**src/rtl/wall_column_renderer.sv**
```systemverilog
// wall_column_renderer: reads one trace-buffer entry per visible pixel and shades it as wall, ceiling or floor.
// Optional feature macro TEXTURE_EN: modulate wall pixels by the texture u coordinate and the row.
module wall_column_renderer #(
    parameter int H_VISIBLE = 640,
    parameter int V_CENTER  = 240,
    parameter int MAX_HALF  = 240
) (
    input  logic        clk,
    input  logic        reset,
    input  logic [9:0]  hpos,
    input  logic [9:0]  vpos,
    input  logic        visible_in,
    input  logic        hsync_in,
    input  logic        vsync_in,
    output logic        tb_cs,
    output logic        tb_oe,
    output logic        tb_we,
    output logic [9:0]  tb_column,
    input  logic [15:0] tb_distance,
    input  logic        tb_side,
    input  logic [5:0]  tb_tex,
    output logic [5:0]  rgb,
    output logic        hsync_out,
    output logic        vsync_out,
    output logic        visible_out
);

    localparam logic [9:0]         H_LIMIT = H_VISIBLE[9:0];
    localparam logic [9:0]         H_CLAMP = MAX_HALF[9:0];
    localparam logic signed [10:0] CENTER  = V_CENTER[10:0];

    typedef enum logic [1:0] {BLANK, LEAD, RUN} state_t;

    state_t      state;
    logic        in_active;
    logic        read_req;
    logic [9:0]  last_column;
    logic        s1_valid;
    logic [9:0]  s1_vpos;
    logic [1:0]  hsync_dly;
    logic [1:0]  vsync_dly;
    logic [1:0]  visible_dly;
    logic [9:0]  raw_half;
    logic [9:0]  half;
    logic signed [10:0] half_s;
    logic signed [10:0] row;
    logic signed [10:0] wall_top;
    logic signed [10:0] wall_bottom;
    logic        is_wall;
    logic [5:0]  next_rgb;
    logic        unused_bits;

    assign in_active = visible_in && (hpos < H_LIMIT);

    // A read goes out on every visible pixel, including the BLANK->LEAD cycle; reset silences it at once.
    assign read_req  = in_active && !reset;
    assign tb_cs     = read_req;
    assign tb_oe     = read_req;
    assign tb_we     = 1'b0;
    assign tb_column = reset ? 10'd0 : (read_req ? hpos : last_column);

    always_ff @(posedge clk or posedge reset) begin
        if (reset) begin
            state <= BLANK;
        end else begin
            case (state)
                BLANK:   state <= in_active ? LEAD : BLANK;
                LEAD:    state <= in_active ? RUN  : BLANK;
                RUN:     state <= in_active ? RUN  : BLANK;
                default: state <= BLANK;
            endcase
        end
    end

    always_ff @(posedge clk or posedge reset) begin
        if (reset) begin
            last_column <= '0;
            s1_valid    <= 1'b0;
            s1_vpos     <= '0;
            hsync_dly   <= '0;
            vsync_dly   <= '0;
            visible_dly <= '0;
        end else begin
            if (read_req)
                last_column <= hpos;
            s1_valid    <= read_req;
            s1_vpos     <= vpos;
            hsync_dly   <= {hsync_dly[0], hsync_in};
            vsync_dly   <= {vsync_dly[0], vsync_in};
            visible_dly <= {visible_dly[0], visible_in};
        end
    end

    // Signed 11-bit bounds so a zero half-height collapses the wall to an empty interval.
    always_comb begin
        raw_half    = tb_distance[15:6];
        half        = (raw_half > H_CLAMP) ? H_CLAMP : raw_half;
        half_s      = {1'b0, half};
        row         = {1'b0, s1_vpos};
        wall_top    = CENTER - half_s;
        wall_bottom = CENTER + half_s;
        is_wall     = (row >= wall_top) && (row < wall_bottom);
    end

    always_comb begin
        next_rgb = 6'b000000;
        if (!s1_valid)
            next_rgb = 6'b000000;
        else if (is_wall) begin
`ifdef TEXTURE_EN
            next_rgb = {tb_tex[5:4] ^ s1_vpos[4:3], tb_tex[3:2] ^ s1_vpos[2:1], tb_side, tb_tex[0]};
`else
            next_rgb = tb_side ? 6'b100000 : 6'b110000;
`endif
        end else if (row < CENTER)
            next_rgb = 6'b010101;
        else
            next_rgb = 6'b101010;
    end

`ifdef TEXTURE_EN
    assign unused_bits = ^{tb_distance[5:0], tb_tex[1]};
`else
    assign unused_bits = ^{tb_distance[5:0], tb_tex};
`endif

    always_ff @(posedge clk or posedge reset) begin
        if (reset)
            rgb <= '0;
        else
            rgb <= next_rgb;
    end

    assign hsync_out   = hsync_dly[1];
    assign vsync_out   = vsync_dly[1];
    assign visible_out = visible_dly[1];

endmodule

```
**config.mk**
```make
export PLATFORM = sky130hd
export DESIGN_NAME = wall_column_renderer
export DESIGN_NICKNAME = d
export VERILOG_FILES = /design/src/rtl/wall_column_renderer.sv
export SDC_FILE = /design/constraint.sdc
export NUM_CORES = 1
export LEC_CHECK = 0
export ABC_CLOCK_PERIOD_IN_PS = 2500
export BUFFER_PORTS_ARGS = -buffer_cell sky130_fd_sc_hd__clkbuf_2
export CAP_MARGIN = 25
export CORE_ASPECT_RATIO = 0.75
export CORE_MARGIN = 8
export CORE_UTILIZATION = 54
export CTS_BUF_LIST = sky130_fd_sc_hd__clkbuf_4
export CTS_CLUSTER_SIZE = 40
export DETAILED_ROUTE_END_ITERATION = 10
export PLACE_DENSITY_LB_ADDON = 0.3
export SETUP_SLACK_MARGIN = 0.02
export SLEW_MARGIN = 0
export SYNTH_ARGS = -nofsm -noshare
export SYNTH_HDL_FRONTEND = slang
export SYNTH_SLANG_ARGS = --single-unit
```
**constraint.sdc**
```tcl
create_clock -name clk -period 2.5 [get_ports clk]
set_input_delay 0.25 -clock clk [delete_from_list [all_inputs] [get_ports clk]]
set_output_delay 0.25 -clock clk [all_outputs]
set_load 0.01 [all_outputs]
```
==> impl_metrics.tcl <==
set metrics [dict create \
    mostFrequentLayoutCell "clkbuf_2" \
    gr-total-overflow 0 \
    syn_area_mm2 0.001760 \
    synthTopCellsByArea "dfrtp_1, ha_1, nand2_1, and2_1, a21oi_1" \
    drc 0 \
    die_y_um 65.45 \
    worstSetupEndpointType "register" \
    clock.fmax_mhz 407.3 \
    drt_pass1_iterations 4 \
    die_x_um 81.93 \
    seq_area_frac_synth_pct 44.07 \
    hold_path.class "in -> reg" \
    rsz0062_at_grt "yes" \
    cp_max_fo 6 \
    cts_sinks 31 \
    regArea_um2 775.7 \
    setup_ws_ns 0.04497 \
    htree_num_levels 2 \
    yosys_register_bits 31 \
    clock_skew_ns 0.003054 \
    dp_hpwl_um 3175 \
    placementRows 18 \
    final_nets 330 \
    power_density_mw_per_mm2 476.4 \
    critPathRequiredTime_ns 2.74 \
    async_reset_ff_share_pct 100.0 \
    max-cap-violations 0 \
    nFillCells 244 \
    synth-edff-count 0 \
    yosysUniqueCellTypes 42 \
    pre_cts_ws_ns -0.2911 \
    via_per_inst 4.977 \
    synthFlopType "dfrtp_1" \
    antenna-diode-count 0 \
    run_status "finished, final reports clean" \
    setup_viol 0 \
    clk_pin_slew_ns 0.09 \
    root_buffer "clkbuf_4" \
    port-buffer-count 56 \
    final.min_clock_period_ns 2.455 \
    die_area_mm2 0.005362 \
    power_leakage_nw 1.237 \
    cts_inserted_buffers 5 \
    cp.arrival_ns 2.70 \
    synth_top_cell_area_share_pct 44.07 \
    grt_antenna_before_repair 0 \
    grt.total_usage_pct 14.80 \
    critPathLaunchType "input port" \
    period_share_pct 98.20 \
    detail-route-antenna-nets 0 \
    multi_input_area_um2 965.9 \
    core_mm2 0.003198 \
    synthCells 179 \
    clk_path_buf_depth 2 \
    finalMaxSlewViolations 0 \
    grt_max_degree 42 \
    finalWeightedCongestion 0.8601 \
    area_growth_pct 32.27 \
    drt-total-wl_um 3913 \
    grt_pass1_vias 1430 \
    clock_latency_ns 0.32 \
    final_cell_mix "clkbuf_2, nand2_1, dfrtp_1, buf_4, ha_1" \
    crit_type "in -> reg" \
    routed-via-count 1498 \
    io-pin-count 70 \
    drive_gt1_share_pct 39.85 \
    grt_pass1_wl_um 6175 \
    wire_per_inst_um 13.00 \
    hold_violations 0 \
    peakVddDrop_mv 0.3956 \
    start_util_pct 55.05 \
    yosysWarningCount 0 \
    place_inst 292 \
    cts_tree "done" \
    hold_buffers 0 \
    fin_cells 301 \
    drt_iter0_drc 43 \
    yosysTopAreaCell "dfrtp_1" \
    avgSynthCellArea_um2 9.835 \
]
## cell usage after synthesis, types with 2 or more instances
library cell / count
a211oi_1: 2
conb_1: 2
nand3_1: 3
o21ai_0: 6
or3_1: 3
nor3_1: 2
a21o_1: 2
nor2_1: 5
and2_1: 11
buf_4: 4
dfrtp_1: 31
nor2b_1: 2
and4_1: 2
ha_1: 21
o21a_1: 2
nand2_1: 41
inv_1: 6
xnor2_1: 2
nand2b_1: 2
a21oi_1: 8
## registers in the layout (all words and copies together), names as in the netlist
signal / flops
last_column: 10
s1_vpos: 10
rgb: 4
hsync_dly: 2
visible_dly: 2
vsync_dly: 2
s1_valid: 1
## per-stage QoR
step | area, µm² | hold slack [ns] | TNS [ns] | total power, mW | utilization [%]
after floorplan | 1798 | 0.2814 | -0.2435 | 0.7414 | -
after global placement | 2251 | 0.3329 | -0.7145 | 0.8490 | 70.38
after detailed placement | 2251 | 0.3358 | -0.9608 | 0.8594 | 70.38
after CTS | 2297 | 0.01933 | 0 | 1.113 | 71.83
after global routing | 2328 | 0.006282 | -0.1284 | 1.181 | 72.81
final | 2328 | 0.03075 | 0 | 1.109 | 72.81
## final timing paths
check                                startpoint        endpoint  slack [ns]  cells past startpoint
worst min-delay path                    vpos[2]      s1_vpos[2]        0.03                      1
worst max-delay path            tb_distance[15]          rgb[4]        0.04                     16
min in group asynchronous                 reset  last_column[6]        0.04                      3
max in group asynchronous                 reset    vsync_dly[1]        2.17                      3
worst max register to register       s1_vpos[1]          rgb[3]        0.68                      7
worst min register to register   visible_dly[0]  visible_dly[1]        0.35                      0
## worst max-delay path, cell delays in order
cell      delay [ns]
clkbuf_2        0.09
or2_4           0.25
a21oi_4         0.15
and2_4          0.17
inv_2           0.04
ha_4            0.17
o31ai_4         0.07
nand2_1         0.07
o21ai_1         0.08
a21oi_1         0.08
ha_1            0.34
a21oi_2         0.12
o21ai_1         0.07
o2111a_2        0.29
o211ai_4        0.22
mux2i_1         0.21
## cell type report
type,instances,area share [%]
Tap cell,40,2.149
Clock inverter,2,0.3761
Clock buffer,5,1.612
Sequential cell,31,33.32
Multi-Input combinational cell,136,41.48
Inverter,6,0.9672
Timing Repair Buffer,81,20.10
## routing by layer
metal / wire [µm] / part of all wire [%] / track usage [%] / vias to the layer above
met4: 28 / 0.72 / 3.930 / 0
met5: 0 / 0 / 0 / -
met2: 1749 / 45 / 22.32 / 40
met3: 324 / 8.3 / 6.676 / 4
li1: - / - / - / 782
met1: 1811 / 46 / 18.73 / 672
## cells by family (layout without fill, tap and decap cells)
group	after synthesis	in the layout	share of synthesized area, %
adder cells (fa/ha/maj)	21	21	14.93
AO/OA/AOI/OAI	31	31	13.29
other	2	3	0.4266
flip-flops	31	31	44.07
buffers and inverters	13	94	4.122
AND/OR/NAND/NOR	77	77	21.11
multiplexers	1	1	0.5686
XOR/XNOR	3	3	1.493
## repair_timing
item,CTS,global route
buffers inserted,0,2
resized for setup,0,7
setup endpoints to repair,0,4
## where the power goes
group | internal (mW) | switching [mW]
clock | 0.0993 | 0.155
combinational | 0.144 | 0.151
sequential | 0.543 | 0.0166
Power figures use the tool's default switching activity.
